File: src/rtl/cpu_pkg.sv
// Shared definitions for the multi-cycle control unit: instruction field layout,
// opcode values, FSM state encoding and the opcode-to-instruction-class decode.
package cpu_pkg;

  localparam int NUM_REGS = 16;
  localparam int REG_W    = 4;
  localparam int OPC_W    = 5;
  localparam int OPC_LSB  = 27;
  localparam int RA_LSB   = 23;
  localparam int RB_LSB   = 19;
  localparam int RC_LSB   = 15;

  localparam logic [OPC_W-1:0] OP_ADD  = 5'b00011;
  localparam logic [OPC_W-1:0] OP_SUB  = 5'b00100;
  localparam logic [OPC_W-1:0] OP_AND  = 5'b00101;
  localparam logic [OPC_W-1:0] OP_OR   = 5'b00110;
  localparam logic [OPC_W-1:0] OP_ROR  = 5'b00111;
  localparam logic [OPC_W-1:0] OP_ROL  = 5'b01000;
  localparam logic [OPC_W-1:0] OP_SHR  = 5'b01001;
  localparam logic [OPC_W-1:0] OP_SHRA = 5'b01010;
  localparam logic [OPC_W-1:0] OP_SHL  = 5'b01011;
  localparam logic [OPC_W-1:0] OP_MUL  = 5'b01111;
  localparam logic [OPC_W-1:0] OP_DIV  = 5'b10000;
  localparam logic [OPC_W-1:0] OP_NEG  = 5'b10001;
  localparam logic [OPC_W-1:0] OP_NOT  = 5'b10010;
  localparam logic [OPC_W-1:0] OP_NOP  = 5'b11010;
  localparam logic [OPC_W-1:0] OP_HALT = 5'b11011;

  typedef enum logic [3:0] {
    S_IDLE, S_T0, S_T1, S_T2, S_T3, S_T4, S_T5, S_T6, S_HALT
  } state_e;

  typedef enum logic [2:0] {
    CLS_ALU, CLS_MULDIV, CLS_UNARY, CLS_NOP, CLS_HALT, CLS_ILLEGAL
  } instr_class_e;

  function automatic instr_class_e classify(input logic [OPC_W-1:0] opc);
    instr_class_e cls;
    case (opc)
      OP_ADD, OP_SUB, OP_AND, OP_OR, OP_ROR, OP_ROL,
      OP_SHR, OP_SHRA, OP_SHL:  cls = CLS_ALU;
      OP_MUL, OP_DIV:           cls = CLS_MULDIV;
      OP_NEG, OP_NOT:           cls = CLS_UNARY;
      OP_NOP:                   cls = CLS_NOP;
      OP_HALT:                  cls = CLS_HALT;
      default:                  cls = CLS_ILLEGAL;
    endcase
    return cls;
  endfunction

endpackage

File: src/rtl/reg_field_decoder.sv
// 4-bit register field to one-hot register enable; all zeros when not enabled.
module reg_field_decoder
  import cpu_pkg::*;
(
  input  logic [REG_W-1:0]    field_i,
  input  logic                en_i,
  output logic [NUM_REGS-1:0] onehot_o
);

  // NOTE: the default assignment ahead of the if keeps this purely combinational (no latch).
  always_comb begin
    onehot_o = '0;
    if (en_i) onehot_o[field_i] = 1'b1;
  end

endmodule

File: src/rtl/control_sequencer.sv
// Multi-cycle control sequencer: fetch T0-T2, decode IR in T3, then per-class
// execute strobes. Outputs are decoded from the registered state and IR.
module control_sequencer
  import cpu_pkg::*;
(
  input  logic                Clock,
  input  logic                clear,
  input  logic                run,
  input  logic [31:0]         ir,
  input  logic                mem_ready,
  output logic                PCout,
  output logic                PCin,
  output logic                IncPC,
  output logic                MARin,
  output logic                Read,
  output logic                MDRin,
  output logic                MDRout,
  output logic                IRin,
  output logic                Yin,
  output logic                Zin,
  output logic                Zlowout,
  output logic                Zhighout,
  output logic                HIin,
  output logic                LOin,
  output logic [NUM_REGS-1:0] Rin,
  output logic [NUM_REGS-1:0] Rout,
  output logic [OPC_W-1:0]    operation,
  output logic                instr_done,
  output logic                illegal_op,
  output logic                halted
);

  state_e             state_q, state_d;
  logic               t1_first_q;
  logic [OPC_W-1:0]   opc;
  instr_class_e       cls;
  state_e             end_state;
  logic               rin_en, rout_en;
  logic [REG_W-1:0]   rout_field;
  logic               unused_ir;

  assign opc        = ir[OPC_LSB +: OPC_W];
  assign cls        = classify(opc);
  assign end_state  = run ? S_T0 : S_IDLE;
  assign unused_ir  = ^ir[RC_LSB-1:0];

  always_comb begin
    state_d = state_q;
    case (state_q)
      S_IDLE: if (run) state_d = S_T0;
      S_T0:   state_d = S_T1;
      S_T1:   if (mem_ready) state_d = S_T2;
      S_T2:   state_d = S_T3;
      S_T3: begin
        case (cls)
          CLS_ALU, CLS_MULDIV, CLS_UNARY: state_d = S_T4;
          CLS_HALT:                       state_d = S_HALT;
          default:                        state_d = end_state;
        endcase
      end
      S_T4:   state_d = (cls == CLS_UNARY) ? end_state : S_T5;
      S_T5:   state_d = (cls == CLS_MULDIV) ? S_T6 : end_state;
      S_T6:   state_d = end_state;
      S_HALT: state_d = S_HALT;
      default: state_d = S_IDLE;
    endcase
  end

  // NOTE: sequential state uses non-blocking assignments so every register samples pre-edge values.
  always_ff @(posedge Clock) begin
    if (clear) begin
      state_q    <= S_IDLE;
      t1_first_q <= 1'b0;
    end else begin
      state_q    <= state_d;
      t1_first_q <= (state_q == S_T0);
    end
  end

  always_comb begin
    PCout      = 1'b0;
    PCin       = 1'b0;
    IncPC      = 1'b0;
    MARin      = 1'b0;
    Read       = 1'b0;
    MDRin      = 1'b0;
    MDRout     = 1'b0;
    IRin       = 1'b0;
    Yin        = 1'b0;
    Zin        = 1'b0;
    Zlowout    = 1'b0;
    Zhighout   = 1'b0;
    HIin       = 1'b0;
    LOin       = 1'b0;
    instr_done = 1'b0;
    illegal_op = 1'b0;
    halted     = 1'b0;
    rin_en     = 1'b0;
    rout_en    = 1'b0;
    case (state_q)
      S_T0: begin
        PCout = 1'b1;
        MARin = 1'b1;
        IncPC = 1'b1;
        Zin   = 1'b1;
      end
      // PC update happens once; the memory read strobes stay up across wait cycles.
      S_T1: begin
        Read    = 1'b1;
        MDRin   = 1'b1;
        PCin    = t1_first_q;
        Zlowout = t1_first_q;
      end
      S_T2: begin
        MDRout = 1'b1;
        IRin   = 1'b1;
      end
      S_T3: begin
        case (cls)
          CLS_ALU, CLS_MULDIV: begin
            rout_en = 1'b1;
            Yin     = 1'b1;
          end
          CLS_UNARY: begin
            rout_en = 1'b1;
            Zin     = 1'b1;
          end
          CLS_NOP, CLS_HALT: instr_done = 1'b1;
          default: begin
            illegal_op = 1'b1;
            instr_done = 1'b1;
          end
        endcase
      end
      S_T4: begin
        if (cls == CLS_UNARY) begin
          Zlowout    = 1'b1;
          rin_en     = 1'b1;
          instr_done = 1'b1;
        end else begin
          rout_en = 1'b1;
          Zin     = 1'b1;
        end
      end
      S_T5: begin
        Zlowout = 1'b1;
        if (cls == CLS_MULDIV) begin
          LOin = 1'b1;
        end else begin
          rin_en     = 1'b1;
          instr_done = 1'b1;
        end
      end
      S_T6: begin
        Zhighout   = 1'b1;
        HIin       = 1'b1;
        instr_done = 1'b1;
      end
      S_HALT: halted = 1'b1;
      default: ;
    endcase
  end

  assign operation  = Zin ? opc : '0;
  assign rout_field = (state_q == S_T4) ? ir[RC_LSB +: REG_W] : ir[RB_LSB +: REG_W];

  reg_field_decoder u_rin_dec (
    .field_i  (ir[RA_LSB +: REG_W]),
    .en_i     (rin_en),
    .onehot_o (Rin)
  );

  reg_field_decoder u_rout_dec (
    .field_i  (rout_field),
    .en_i     (rout_en),
    .onehot_o (Rout)
  );

endmodule

File: config.mk
export PLATFORM = sky130hd
export DESIGN_NAME = control_sequencer
export DESIGN_NICKNAME = d
export VERILOG_FILES = /design/src/rtl/cpu_pkg.sv /design/src/rtl/reg_field_decoder.sv /design/src/rtl/control_sequencer.sv
export SDC_FILE = /design/constraint.sdc
export NUM_CORES = 1
export LEC_CHECK = 0
export ABC_AREA = 1
export CORE_MARGIN = 2
export CORE_UTILIZATION = 34
export CTS_BUF_LIST = sky130_fd_sc_hd__clkbuf_8
export DETAILED_ROUTE_END_ITERATION = 7
export PLACE_DENSITY = 0.87
export SLEW_MARGIN = 30
export SYNTH_ARGS = -nofsm -noshare
export SYNTH_HDL_FRONTEND = slang
export SYNTH_SLANG_ARGS = --single-unit
File: constraint.sdc
create_clock -name Clock -period 3.34 [get_ports Clock]
set_input_delay 0.668 -clock Clock [delete_from_list [all_inputs] [get_ports Clock]]
set_output_delay 0.668 -clock Clock [all_outputs]
set_load 0.05 [all_outputs]
# Word-level counts from Yosys, hierarchy flattened
# Memories as Yosys holds them, arrays and structs flattened.
# Index checks and enable logic that the tools add are counted.
dict set report word_totals {
  memories 1
  mem_bits_ro 96
  out_inout_bits 54
  input_bits 36
  word_cells 66
  register_bits 5
}
dict set report op_classes {
  mux 37
  n_reduce_logical 8
  magnitude_cmp 4
  n_eq_ne 14
}
# name depth width rd rd_ports_with_merged_regs write_ports line
set mem_list {}
lappend mem_list {{(no name shown)} 32 3 1 0 0 cpu_pkg.sv:39} ;# case (opc)
# operator n
set ops {}
lappend ops {{4-bit case mux with 9 select lines} 1}
lappend ops {{16-bit two-way mux} 2}
lappend ops {{1-bit two-way mux} 20}
lappend ops {{4-bit by 3-bit == test with 1-bit output, second input constant} 4}
lappend ops {{4-bit two-way mux} 3}
lappend ops {{4-bit by 5-bit < comparator with 1-bit output, second input constant} 2}
lappend ops {{1-bit demux with 4-bit select} 2}
lappend ops {{4-bit by 2-bit == test with 1-bit output, second input constant} 2}
lappend ops {{4-bit by 1-bit greater-or-equal comparator with 1-bit output, second input constant} 2}
lappend ops {{4-bit case mux with 2 select lines} 1}
lappend ops {{3-bit by 2-bit == test with 1-bit output, second input constant} 2}
lappend ops {{3-bit two-way mux} 2}
lappend ops {{1-bit case mux with 3 select lines} 2}
lappend ops {{5-bit two-way mux} 1}
lappend ops {{5-bit OR reduction} 1}
lappend ops {{4-bit by 1-bit == test with 1-bit output, second input constant} 1}
lappend ops {{4-bit == test, second input constant} 1}
lappend ops {{4-bit logical NOT} 1}
lappend ops {{2-bit inequality test, second input constant} 2}
lappend ops {{1-bit case mux with 2 select lines} 2}
lappend ops {{1-bit case mux with 4 select lines} 1}
lappend ops {{3-bit by 1-bit == test with 1-bit output, second input constant} 1}
lappend ops {{3-bit == test, second input constant} 1}
lappend ops {{3-bit logical NOT} 1}
lappend ops {{other kinds (4)} 5}

# Logic depth before layout (Yosys ltp)
# Gate-level depths: netlist (run 1).
dict set report logic_depth {
  word_depth 7
  mapped_depth 13
  mapped_depth_nobuf 13
}

# Modules after synthesis
# A second synthesis (run 1) with hierarchy kept.
dict set report unflattened {
  cells_unflattened 203
  area_unflattened_um2 988.4
}
# module area_per_inst_um2 cells_each n_inst
set by_module_without_submodules {}
lappend by_module_without_submodules {control_sequencer 721.9 138 1}
lappend by_module_without_submodules {{reg_field_decoder (u_rin_dec)} 140.1 33 1}
lappend by_module_without_submodules {{reg_field_decoder (u_rout_dec)} 126.4 32 1}

# Worst setup path before layout (run 1)
# OpenSTA, ideal clock, no wires.
dict set report synth_timing {
  kind {input port to output port}
  start {input port ir[27]}
  end {output port operation[0]}
  path_slack_ns 0.225
  stages 9
  arrival_ns 2.447
  required_time_ns 2.672
  path_cell_list {inv_1 ha_1 o21ai_2 nand3_2 inv_1 nand3_2 o211ai_2 nand2_1 inv_1}
}
dict set report synth_via {
  elab_chain_len 5
  word_cells_on_any_way 6
  classes_between {eq/ne (1); mux (4); memory (1)}
}
# item line
set synth_rtl {}
lappend synth_rtl {{from (decl)} control_sequencer.sv:9} ;# input logic [31:0] ir,
lappend synth_rtl {{memory 32 x 3 bit (*)} --}
lappend synth_rtl {{3-bit by 2-bit == test with 1-bit output (*)} {control_sequencer.sv:119, control_sequencer.sv:136}}
lappend synth_rtl {{1-bit two-way mux, on equally long branches} {control_sequencer.sv:136, control_sequencer.sv:119}}
lappend synth_rtl {{1-bit case mux with 3 select lines (*)} control_sequencer.sv:100} ;# case (state_q)
lappend synth_rtl {{net Zin} control_sequencer.sv:20} ;# output logic Zin,
lappend synth_rtl {{5-bit two-way mux (*)} control_sequencer.sv:164} ;# assign operation = Zin ? opc : '0;
lappend synth_rtl {{to (decl)} control_sequencer.sv:27} ;# output logic [OPC_W-1:0] operation,
# The timed path passes the listed nets; every way through them passes the cells marked *.

# Final worst setup path (run 1)
dict set report layout_timing {
  start {input port ir[28]}
  end {output port Rout[14]}
}
dict set report layout_via {
  elab_chain_len 6
  word_cells_on_any_way 9
  classes_between {eq/ne (2); mux (4); reduce/logical (2); memory (1)}
}
# item line
set layout_rtl {}
lappend layout_rtl {{memory 32 x 3 bit (*)} --}
lappend layout_rtl {{3-bit by 1-bit == test with 1-bit output, or another cell as far along} control_sequencer.sv:119} ;# case (cls)
lappend layout_rtl {{3-bit OR reduction (no source line)} --}
lappend layout_rtl {{1-bit two-way mux} control_sequencer.sv:119}
lappend layout_rtl {{1-bit case mux with 2 select lines (*)} control_sequencer.sv:100}
lappend layout_rtl {{16-bit two-way mux (*)} reg_field_decoder.sv:13} ;# if (en_i) onehot_o[field_i] = 1'b1;
lappend layout_rtl {{to (decl)} control_sequencer.sv:26} ;# output logic [NUM_REGS-1:0] Rout,
# Every way passes the cells marked *; elsewhere a longest branch is shown, timed or not.

==> results_dict.tcl, run 1 <==
set metrics [dict create \
    hp-class "reg2reg" \
    drt_iter0_markers 128 \
    netlist_area_sq_um 991 \
    fmax_mhz 302 \
    first_pass_iters 4 \
    path_class "in2out" \
    fin_cells 315 \
    period_share 0.990 \
    yosysWarnings 0 \
    grt_max_degree 8 \
    start_util 0.359 \
    synthCells 196 \
    dpl.cell_count 307 \
    synth-seq-cells 5 \
    status "finished, final reports clean" \
    drcViolationCount 0 \
    clock_latency_ns 0.23 \
    h-tree-depth 1 \
    leakagePower_nw 1.16 \
    syn_avg_cell_area_sq_um 5.06 \
    mostFrequentLayoutCells "buf_12 (43), nand2_1 (38), nor2_1 (34)" \
    routed.top_layer "met4" \
    rsz0062_at_grt "yes" \
    final_common_cell "buf_12" \
    fp.dieArea_sq_mm 0.00336 \
    nets 323 \
    worstMarginPinSlew_ns 0.498 \
    maxSlewViolCount 0 \
    yosysUniqueCellTypes 21 \
    tritoncts "done" \
    vdd_drop_max_v 0.000369 \
    grt_pass1_vias 1666 \
    fp.coreArea_sq_mm 0.00276 \
    finalSetupViolCount 0 \
    diodes 0 \
    wl_met2_microns 2790 \
    worstPathArrival_ns 2.64 \
    cts_root_buf "clkbuf_8" \
    syn_nets 234 \
    port_buffers 74 \
    cp_max_fo 5 \
    whs_ns 0.592 \
    area_delta_synth_final_pct 153 \
    vias 1708 \
    cts_buffers 3 \
    clock_skew_ns 0.00703 \
    clkTransAtPathRegs_ns 0.04 \
    slew_headroom 0.667 \
    met1_length_microns 1890 \
    drive_gt1_frac 0.412 \
    globalplace.congestion 0.894 \
    maxCapViolCount 0 \
    cts_sinks 5 \
    avgRoutedWirePerCell_microns 16.8 \
    rows 19 \
    cts_buffer_depth 2 \
    grt_pass1_wl_microns 7780 \
    ys_seq_area_frac 0.101 \
    end_kind "primary output" \
    gr-total-overflow 0 \
    antenna_left 0 \
    worstPathRequired_ns 2.67 \
    powerDensity_mw_per_mm2 238 \
    dieWidth_microns 58.0 \
    dp_hpwl_microns 3350 \
    viasPerCell 5.42 \
    routed_wl_microns 5300 \
    grt_usage 0.301 \
    period_needed_ns 3.31 \
    finalHoldViolCount 0 \
    startpoint_type "input port" \
    io_pins 90 \
    die_h_microns 58.0 \
    antenna_found_initial 0 \
    route.met3.wl_microns 430 \
]
## power by group
group          switching, mW  leakage (nW)  internal (mW)  total (mW)
sequential           0.00786        0.0409         0.0677      0.0756
combinational          0.252          1.09          0.152       0.404
clock                 0.0358        0.0269         0.0793       0.115
total                  0.296          1.16          0.299       0.595
## synth_stat cells, drive strengths merged
library cell  number  area share
nor2              56        0.21
nand2             50        0.21
inv               37        0.14
nand3             19        0.12
o21ai              9       0.072
buf                5       0.038
dfxtp              5        0.10
a21oi              4       0.020
or2                4       0.025
ha                 2       0.025
o211ai             2       0.020
nand4              1      0.0063
nor3               1      0.0050
o22ai              1      0.0063
## worst paths after layout
path	startpoint	end	slack [ns]	cells past startpoint
worst min register to register	state_q[3]$_SDFFE_PP0P_	state_q[3]$_SDFFE_PP0P_	0.59	2
worst min-delay path	state_q[3]$_SDFFE_PP0P_	state_q[3]$_SDFFE_PP0P_	0.59	2
worst max register to register	state_q[0]$_SDFFE_PP0P_	state_q[2]$_SDFFE_PP0P_	1.67	9
worst max-delay path	ir[28]	Rout[14]	0.03	12
## layer usage
layer / global-route usage / vias to the layer above
li1: - / 773
met5: 0 / -
met4: 0.140 / 0
met3: 0.0313 / 23
met2: 0.584 / 122
met1: 0.319 / 790
## registers in the layout (all words and copies together), names as in the netlist
signal,count
state_q,4
t1_first_q,1
## stage by stage
| stage | instance area [sq um] | worst slack (ns) | setup TNS, ns | power (mW) | util |
|---|---|---|---|---|---|
| 3_3_place_gp | 2250 | -0.136 | -3.39 | 0.435 | 0.814 |
| 2_1_floorplan | 991 | 0.225 | 0 | 0.294 | - |
| 4_1_cts | 2440 | 0.0426 | 0 | 0.572 | 0.885 |
| 3_5_place_dp | 2250 | -0.267 | -6.43 | 0.444 | 0.814 |
| 6_report | 2500 | 0.0323 | 0 | 0.595 | 0.908 |
| 5_1_grt | 2500 | -0.0778 | -0.619 | 0.613 | 0.908 |
## timing repair
action / in CTS / in global routing
gates resized for setup: 40 / 18
pin swaps: 5 / 5
endpoints found under the setup margin: 40 / 37
hold buffers: 0 / 0
buffers inserted: 3 / 1
## critical path: stages
cell           delay [ns]
dlygate4sd2_1        0.26
ha_1                 0.31
o21ai_2              0.21
nand3_2              0.14
nand2_4              0.12
nand2_2              0.06
nand2_1              0.07
inv_2                0.05
o21ai_4              0.20
nand2_2              0.13
nor2_1               0.25
buf_12               0.18
## area by class of cell
type / count / area, sq um
Clock inverter: 1 / 3.75
Clock buffer: 3 / 41.3
Tap cell: 31 / 38.8
Timing Repair Buffer: 89 / 1280
Multi-Input combinational cell: 149 / 896
Sequential cell: 5 / 100
Fill cell: 125 / 254
Inverter: 37 / 139
## logic make-up (layout without fill, tap and decap cells)
kind of cell / Yosys count / count (layout) / share of synthesized area
simple gates: 131 / 131 / 0.577
buf+inv: 42 / 130 / 0.178
compound gates: 16 / 16 / 0.119
flops: 5 / 5 / 0.101
fa+ha+maj: 2 / 2 / 0.0252
Power figures use the tool's default switching activity.
==> run 2: changes to the inputs <==
--- a/config.mk
+++ b/config.mk
@@ -6,10 +6,13 @@
 export NUM_CORES = 1
 export LEC_CHECK = 0
 export ABC_AREA = 1
+export ABC_CLOCK_PERIOD_IN_PS = 3340
+export CAP_MARGIN = 15
 export CORE_MARGIN = 2
 export CORE_UTILIZATION = 34
 export CTS_BUF_LIST = sky130_fd_sc_hd__clkbuf_8
 export DETAILED_ROUTE_END_ITERATION = 7
+export GPL_TIMING_DRIVEN = 0
 export PLACE_DENSITY = 0.87
 export SLEW_MARGIN = 30
 export SYNTH_ARGS = -nofsm -noshare
==> run 2 against run 1 <==
Effect of this change:
- count of clock-buffer cells in the layout unchanged
- die area unchanged
- largest cell class is now multi-input combinational cells
- sequential share of layout area increased by 1.1 points
- sequential cell count unchanged
- register-to-register slack improved by 0.06 ns
- non-clock buffer count decreased by 7
- critical path type unchanged
- sequential power decreased by 2%
- via count decreased by 15%
- core utilization decreased by 19 points
- total power decreased by 14%
- clock power decreased by 5%
- cell count decreased by 2.2%
==> results_dict.tcl, run 2 (same netlist as run 1, synthesis figures left out) <==
set metrics [dict create \
    fp.coreArea_sq_mm 0.00276 \
    finalHoldViolCount 0 \
    path_buf_inv 5 \
    worstPathArrival_ns 2.58 \
    routed_wl_microns 3170 \
    cts_hold_buf 0 \
    cp_top_family "simple AND/OR/NAND/NOR gates" \
    min_from "state_q[3]$_SDFFE_PP0P_" \
    area_delta_synth_final_pct 99.0 \
    grt_pass1_vias 1275 \
    io_pins 90 \
    tritoncts "done" \
    grt_usage 0.188 \
    first_pass_iters 4 \
    viasPerCell 4.71 \
    mostFrequentLayoutCells "nor2_1 (40), nand2_1 (38), inv_1 (33)" \
    clkTransAtPathRegs_ns 0.04 \
    final_common_cell "nor2_1" \
    vdd_drop_max_v 0.000386 \
    nets 316 \
    cp_slowest_stage_delay_ns 0.30 \
    gr-total-overflow 0 \
    cp_max_fo 5 \
    avgRoutedWirePerCell_microns 10.3 \
    path_class "in2out" \
    fillers 240 \
    r2r_setup_slack_ns 1.73 \
    reg.largest.list "state_q (4), t1_first_q (1)" \
    hp-class "reg2reg" \
    clock_latency_ns 0.22 \
    holdPathEnd "state_q[3]$_SDFFE_PP0P_" \
    diodes 0 \
    startpoint "ir[27]" \
    worstPathRequired_ns 2.67 \
    grt_pass1_wl_microns 5130 \
    slowest_stage "ha_1" \
    whs_ns 0.503 \
    cp_cell_sequence "dlygate4sd2_1 -> inv_1 -> ha_1 -> o21ai_2 -> nand3_1 -> nand2_2 -> inv_1 -> nand2_1 -> nand2_1 -> o21ai_4 -> buf_12 -> nand3_4 -> nor2_1 -> buf_6" \
    antenna_left 0 \
    maxCapViolCount 0 \
    slew_headroom 0.662 \
    fin_ws_ns 0.0876 \
    status "finished, final reports clean" \
    period_share 0.974 \
    globalplace.congestion 0.864 \
    leakagePower_nw 1.10 \
    drcViolationCount 0 \
    cts_buffer_depth 2 \
    clock_skew_ns 0.00114 \
    worstMarginPinSlew_ns 0.506 \
    h-tree-depth 1 \
    reg2reg_from "state_q[0]$_SDFFE_PP0P_" \
    end_kind "primary output" \
    utilization 0.715 \
    antenna_found_initial 0 \
    largest_reg_flops 4 \
    top_register "state_q" \
    pre_cts_slack_ns -0.761 \
    multi_input_area_sq_um 831 \
    finalSetupViolCount 0 \
    cts_sinks 5 \
    maxSlewViolCount 0 \
    vias 1452 \
    r2r_end "state_q[2]$_SDFFE_PP0P_" \
    worst_hold_path.num_cells 2 \
    power_uw 512 \
    cts_root_buf "clkbuf_8" \
    rows 19 \
    drt_iter0_markers 80 \
    die_h_microns 58.0 \
    grt_max_degree 8 \
    drive_gt1_frac 0.347 \
    dp_hpwl_microns 2610 \
    start_util 0.359 \
    startpoint_type "input port" \
    rr_worst_depth 10 \
    fp.dieArea_sq_mm 0.00336 \
    port_buffers 74 \
    period_needed_ns 3.25 \
    dieWidth_microns 58.0 \
    seq_area_sq_um 100 \
    fmax_mhz 307 \
    cts_buffers 3 \
    powerDensity_mw_per_mm2 260 \
]
-- run 2: changes by cell type in the layout (fill, tap and decap cells not counted), moves of 6 or more --
cell,before,now
buf_12,43,2
buf_2,0,6
buf_6,2,26
nor2_1,34,40
nor2_2,10,16
nor2_4,12,0
-- run 2: stage by stage --
stage               cell area (sq um)  std cells  setup TNS [ns]
finish                           1970        308               0
global route                     1970        308         -0.0487
CTS                              1740        305               0
detailed placement               1770        301          -27.52
global placement                 1770        301          -25.78
floorplan                         991        196               0
-- run 2: worst min-delay path: stages (launching register included) --
cell	delay [ns]
dfxtp_1	0.32
inv_1	0.07
a21oi_1	0.06
-- run 2: final cells by class --
type                            instances  share of cell area
Multi-Input combinational cell        149               0.421
Timing Repair Buffer                   77               0.396
Inverter                               37              0.0704
Sequential cell                         5              0.0508
Clock buffer                            3              0.0209
Tap cell                               31              0.0197
Buffer                                  5              0.0190
Clock inverter                          1             0.00190
-- run 2: timing repair --
action,in CTS,in global routing
hold endpoints to repair,0,0
pin swaps,7,6
setup buffers,0,3
endpoints found under the setup margin,43,42
gates resized for setup,240,53
-- run 2: worst max-delay path by stage --
stage	to	slack, ns	cells after the start
4_1_cts	Rout[13]	0.0002	12
5_1_grt	Rin[14]	-0.05	14
2_1_floorplan	operation[0]	0.23	9
3_5_place_dp	Rin[12]	-0.76	11
6_report	Rin[14]	0.09	14
3_3_place_gp	Rin[4]	-0.69	11
-- run 2: metal layers --
metal,up-vias,share of wire,track usage
met5,-,0,0
met4,0,0.0073,0.0598
met3,2,0.089,0.0246
met2,72,0.49,0.336
met1,622,0.42,0.231
li1,756,-,-
-- run 2: power breakdown --
group          internal [mW]  switching, mW
clock                 0.0788         0.0306
combinational          0.110          0.219
sequential            0.0677        0.00617
total                  0.257          0.256
==> run 3: changes to the inputs <==
--- a/config.mk
+++ b/config.mk
@@ -5,15 +5,15 @@
 export SDC_FILE = /design/constraint.sdc
 export NUM_CORES = 1
 export LEC_CHECK = 0
-export ABC_AREA = 1
+export ABC_AREA = 0
 export ABC_CLOCK_PERIOD_IN_PS = 3340
 export CAP_MARGIN = 15
 export CORE_MARGIN = 2
-export CORE_UTILIZATION = 34
+export CORE_UTILIZATION = 35
 export CTS_BUF_LIST = sky130_fd_sc_hd__clkbuf_8
 export DETAILED_ROUTE_END_ITERATION = 7
 export GPL_TIMING_DRIVEN = 0
-export PLACE_DENSITY = 0.87
+export PLACE_DENSITY = 0.86
 export SLEW_MARGIN = 30
 export SYNTH_ARGS = -nofsm -noshare
 export SYNTH_HDL_FRONTEND = slang
==> run 3 against run 2 <==
Effect of this change:
- the flow now finishes with violations (DRC, setup timing)
- worst hold slack better by 0.15 ns
- via count is 8.1% higher
- sequential power is 14% lower
- synthesized cell count is 17% lower
- highest routed layer unchanged
==> results_dict.tcl, run 3 <==
set metrics [dict create \
    status "finished, violations left" \
    violations "DRC, setup timing" \
    grt_max_degree 11 \
    end_kind "primary output" \
    yosysWarnings 0 \
    avgRoutedWirePerCell_microns 14.9 \
    maxSlewViolCount 0 \
    grt_pass1_vias 1453 \
    leakagePower_nw 0.880 \
    drt_iter0_markers 98 \
    grt_usage 0.234 \
    routed_wl_microns 4190 \
    seq_area_sq_um 100 \
    startpoint_type "input port" \
    start_util 0.376 \
    r2r_end "state_q[2]$_SDFFE_PP0P_" \
    finalHoldViolCount 0 \
    fin_cells 282 \
    reg2reg_from "state_q[2]$_SDFFE_PP0P_" \
    ys_seq_area_frac 0.0949 \
    die_h_microns 58.9 \
    endpoint "Rin[2]" \
    vdd_drop_max_v 0.000118 \
    met1_length_microns 1740 \
    cp_top_family "simple AND/OR/NAND/NOR gates" \
    worstPathRequired_ns 2.67 \
    yosys.area.top_type_share 0.117 \
    startpoint "ir[28]" \
    mostFrequentLayoutCells "clkdlybuf4s50_1 (26), nor2_1 (23), buf_4 (19)" \
    worst_hold_path.num_cells 2 \
    yosysUniqueCellTypes 44 \
    antenna_found_initial 0 \
    period_share 1.00 \
    path_class "in2out" \
    io_pins 90 \
    synth_edf_count 0 \
    synth_area_leaders "nor2_1 (12%), dfxtp_1 (9.5%), nor3_1 (7.6%)" \
    r2r_setup_slack_ns 1.41 \
    ys.flop_type "dfxtp_1" \
    worstPathArrival_ns 2.67 \
    fp.coreArea_sq_mm 0.00281 \
    yosysTopAreaCell "nor2_1" \
    slowest_stage "or4b_4" \
    finalSetupViolCount 1 \
    dpl.cell_count 268 \
    cp_max_fo 5 \
    syn_avg_cell_area_sq_um 6.47 \
    fillers 209 \
    syn_nets 201 \
    clock_skew_ns 0.00188 \
    antenna_left 0 \
    area_delta_synth_final_pct 108 \
    clock_latency_ns 0.23 \
    nets 290 \
    h-tree-depth 1 \
    rows 19 \
    grt_pass1_wl_microns 6410 \
    vias 1570 \
    dieWidth_microns 58.9 \
    cp_cell_sequence "buf_6 -> ha_4 -> or3_4 -> a211oi_4 -> a21oi_4 -> or4b_4 -> nor3_4 -> buf_6" \
    synthCells 163 \
    dp_hpwl_microns 2750 \
    cts_hold_buf 0 \
    drcViolationCount 6 \
    ys_top_cells_by_count "nor2_1 (33), nor3_1 (16), inv_1 (9), nand2_1 (9)" \
    reg.largest.list "state_q (4), t1_first_q (1)" \
    tritoncts "done" \
    cp_common_cell "buf_6" \
    wl_met2_microns 2090 \
    powerDensity_mw_per_mm2 179 \
    largest_reg_flops 4 \
    cts_sinks 5 \
    top_register "state_q" \
    fmax_mhz 299 \
    multi_input_area_sq_mm 0.00112 \
    first_pass_iters 6 \
    diodes 0 \
    routed.top_layer "met4" \
    hp-class "reg2reg" \
    cts_buffer_depth 2 \
    port_buffers 74 \
    synth_most_common_cell "nor2_1" \
    rr_worst_depth 7 \
    worstMarginPinSlew_ns 0.631 \
    cts_root_buf "clkbuf_8" \
    clkTransAtPathRegs_ns 0.04 \
    period_needed_ns 3.34 \
    ys_async_sr_fraction 0 \
    whs_ns 0.655 \
    cp_slowest_stage_delay_ns 0.58 \
    final_common_cell "clkdlybuf4s50_1" \
    gr-total-overflow 0 \
    fin_ws_ns -0.000805 \
    stdcell_area_sq_mm 0.00219 \
    viasPerCell 5.57 \
    netlist_area_sq_mm 0.00105 \
    fp.dieArea_sq_mm 0.00347 \
    path_buf_inv 2 \
    cts_buffers 3 \
    route.met3.wl_microns 309 \
    power_uw 392 \
    dpl-instance-area_sq_mm 0.00202 \
    maxCapViolCount 0 \
    synth-seq-cells 5 \
    globalplace.congestion 0.760 \
    path_depth 8 \
    slew_headroom 0.567 \
    drive_gt1_frac 0.446 \
]
[run 3: cell types whose count changed after synthesis, moves of 4 or more]
cell | before | now
nand2_1 | 41 | 9
inv_1 | 33 | 9
nor2_1 | 56 | 33
nor3_1 | 1 | 16
nand3_1 | 15 | 2
nand2_2 | 9 | 0
nor4_1 | 0 | 8
nand2b_1 | 0 | 6
a31oi_1 | 0 | 5
buf_2 | 0 | 5
a21oi_1 | 4 | 8
inv_2 | 4 | 0
nand3_2 | 4 | 0
nor3b_1 | 0 | 4
[run 3: power by group]
group	switching, mW	total (mW)	internal, mW
Clock	0.0337	0.113	0.0791
Combinational	0.133	0.216	0.0826
Sequential	0.000547	0.0637	0.0632
[run 3: cell type report]
| cell class | count | area share |
|---|---|---|
| buffer | 13 | 0.0382 |
| clock inverter | 1 | 0.00171 |
| inverter | 9 | 0.0188 |
| multi-input combinational | 136 | 0.512 |
| timing repair buffer | 84 | 0.347 |
| sequential | 5 | 0.0456 |
| tap | 31 | 0.0177 |
| clock buffer | 3 | 0.0188 |
[run 3: worst min path at each step]
stage / from / endpoint / slack, ns
after floorplan: state_q[2]$_SDFFE_PP0P_ / t1_first_q$_SDFF_PP0_ / 0.57
final: state_q[2]$_SDFFE_PP0P_ / t1_first_q$_SDFF_PP0_ / 0.65
after CTS: state_q[2]$_SDFFE_PP0P_ / t1_first_q$_SDFF_PP0_ / 0.63
after global placement: state_q[2]$_SDFFE_PP0P_ / t1_first_q$_SDFF_PP0_ / 0.62
after detailed placement: state_q[2]$_SDFFE_PP0P_ / t1_first_q$_SDFF_PP0_ / 0.62
after global routing: state_q[2]$_SDFFE_PP0P_ / t1_first_q$_SDFF_PP0_ / 0.71
[run 3: repair_timing]
item	in CTS	in global routing
setup buffers	6	5
resized for setup	225	56
hold endpoints to repair	0	0
pin swaps	9	7
endpoints found under the setup margin	43	40
[run 3: cells by family (layout without fill, tap and decap cells)]
logic type / after synthesis / after routing / share of synthesized area
AO/OA/AOI/OAI: 33 / 33 / 0.227
buffers and inverters: 22 / 110 / 0.102
flip-flops: 5 / 5 / 0.0949
adder cells (fa/ha/maj): 2 / 2 / 0.0237
multiplexers: 5 / 5 / 0.0498
AND/OR/NAND/NOR: 96 / 96 / 0.503
[run 3: stage by stage]
stage	worst slack, ns	util	setup TNS (ns)
detailed placement	-1.34	0.719	-44.42
finish	-0.000805	0.782	-0.000805
global placement	-1.30	0.718	-42.88
global route	-0.0239	0.782	-0.0749
floorplan	-0.218	-	-1.83
CTS	-0.160	0.781	-2.15
[run 3: worst min-delay path, cell delays in order (launching register included)]
cell	delay, ns
dfxtp_1	0.30
buf_2	0.22
nor4_1	0.08
[run 3: layer usage]
| metal | track usage | vias up |
|---|---|---|
| li1 | - | 771 |
| met1 | 0.286 | 708 |
| met2 | 0.390 | 82 |
| met3 | 0.0659 | 9 |
| met4 | 0.0844 | 0 |
| met5 | 0 | - |
==> patch: new RTL, config.mk and constraints of run 2 <==
Encoding of `state_e`: now Gray code (4 bits for 9 states).
--- a/src/rtl/cpu_pkg.sv
+++ b/src/rtl/cpu_pkg.sv
@@ -27,7 +27,7 @@
   localparam logic [OPC_W-1:0] OP_HALT = 5'b11011;
 
   typedef enum logic [3:0] {
-    S_IDLE, S_T0, S_T1, S_T2, S_T3, S_T4, S_T5, S_T6, S_HALT
+    S_IDLE = 4'b0000, S_T0 = 4'b0001, S_T1 = 4'b0011, S_T2 = 4'b0010, S_T3 = 4'b0110, S_T4 = 4'b0111, S_T5 = 4'b0101, S_T6 = 4'b0100, S_HALT = 4'b1100
   } state_e;
 
   typedef enum logic [2:0] {
Check against the original RTL: same outputs for any inputs over 10 cycles, from zero or initial values; not proved beyond that.
==> patch against run 2 <==
The run now ends with design-rule violations left; sequential cell count unchanged; sequential power increased by 15%; final cell count decreased by 2.6%; wire length increased by 7.4%; synthesized area increased by 3.3%; final area decreased by 5.5%; setup slack improved by 0.19 ns; power grew 19%; critical endpoint is now Rout[10].
==> patch: results (changes against run 2) <==
Drt
  • M1 WL: 1.31 mm (was 1.32 mm)
  • WL final: 3.40 mm (was 3.17 mm)
  • Initial DRC Count: 51 (was 80)
  • Routed wl met3: 287 um (was 283 um)
  • # DRC: 9 (was 0)
  • Pre-Repair DR Iteration Count: 6 (was 4)
  • Via/cell ratio: 4.71 (about the same)
  • Metal2 WL: 1.80 mm (was 1.54 mm)

Setup path
  • Critical Path Source: ir[31] (was ir[27])
  • CP arrival: 2.39 ns (was 2.58 ns)
  • Reg2reg path depth: 8 (was 10)
  • Critical Path Slowest Stage Cell: clkdlybuf4s50_1 (was ha_1)
  • Crit path max-delay family: buffers and inverters (was simple AND/OR/NAND/NOR gates)
  • CP Max Fanout: 8 (was 5)
  • CP peak stage delay: 0.57 ns (was 0.30 ns)
  • Worst r2r src: state_q[1] (was state_q[0])

Timing
  • Clk_skew: 0.000458 ns (was 0.00114 ns)
  • Slew margin rel.: 66.2% (about the same)
  • Max Fclk: 327 MHz (was 307 MHz)

Power
  • Comb pwr: 416 uW (was 329 uW)
  • Worst IR Drop VDD: 0.367 mV (was 0.386 mV)
  • Pint: 284 uW (was 257 uW)
  • Clock share of power: 17.7% (was 21.4%)

Placement
  • Placed cell area: 0.00181 mm^2 (was 0.00177 mm^2)
  • Final Wtd Congestion: 0.815 (was 0.864)
  • Hpwl dp: 2.70 mm (was 2.61 mm)
  • Pre-CTS setup slack: -0.830 ns (was -0.761 ns)

GRT
  • Gr usage total: 18.5% (was 18.8%)
  • GR Layer Usage met3: 2.20% (was 2.46%)
  • Largest net degree at the start of global routing: 9 (was 8)
  • Vias in the first global route: 1254 (was 1275)
  • Met2 usage: 37.5% (was 33.6%)

Clocking
  • Post-CTS setup buffers: 0 (unchanged)
  • Clock Tree Buf Depth: 2 (unchanged)

Final layout
  • Nets@finish: 308 (was 316)
  • Layout cells sized above 1: 37.2% (was 34.7%)
  • ANT cells: 0 (unchanged)

Status
  • Failing checks: design-rule violations
  • Status: finished, violations left (was finished, final reports clean)

Logic synthesis
  • Synthesized Nets: 229 (was 234)
  • Post-synthesis sequential area ratio: 9.78% (was 10.1%)
  • Cell variety after synth: 23 (was 21)
  • Avg Inst Size Synth: 5.36 um^2 (was 5.06 um^2)
  • Post-synth top cells: 49 x nor2_1, 40 x nand2_1, 26 x inv_1, 9 x nand2_2 (was 56 x nor2_1, 41 x nand2_1, 33 x inv_1, 15 x nand3_1, 9 x nand2_2)
  • Dominant cells by area after synthesis: nor2_1 18%, nand2_1 15%, dfxtp_1 9.8%, inv_1 9.5%, nand3_2 7.8% (was nor2_1 21%, nand2_1 16%, inv_1 13%, dfxtp_1 10%, nand3_1 7.6%)

Min path
  • Worst min-delay path class: reg -> reg (unchanged)
[patch: cell types whose count changed after synthesis, sizes merged, moves of 2 or more]
cell,run 2,this run
nand3,19,15
inv,37,34
nor2,56,53
o21ai,9,11
nor3,1,5
[patch: logic make-up (layout without fill, tap and decap cells)]
kind of cell,after synthesis,after routing,synth area share [%]
AOI/OAI and AO/OA,17,17,10.5
and+or+nand+nor,128,128,61.1
buffers and inverters,39,117,16.1
adders and majority gates,2,2,2.44
DFF,5,5,9.78
[patch: stage by stage]
step                total power [mW]  hold WS (ns)
floorplan                      0.377         0.493
global placement               0.502         0.522
detailed placement             0.507         0.533
CTS                            0.608         0.536
global route                   0.644         0.583
finish                         0.609         0.539
[patch: cell type report]
type,instances,area [um^2]
Fill cell,271,941
Multi-Input combinational cell,147,836
Buffer,5,37.5
Timing Repair Buffer,74,679
Clock buffer,3,41.3
Sequential cell,5,100
Clock inverter,1,3.75
Inverter,34,128
Tap cell,31,38.8
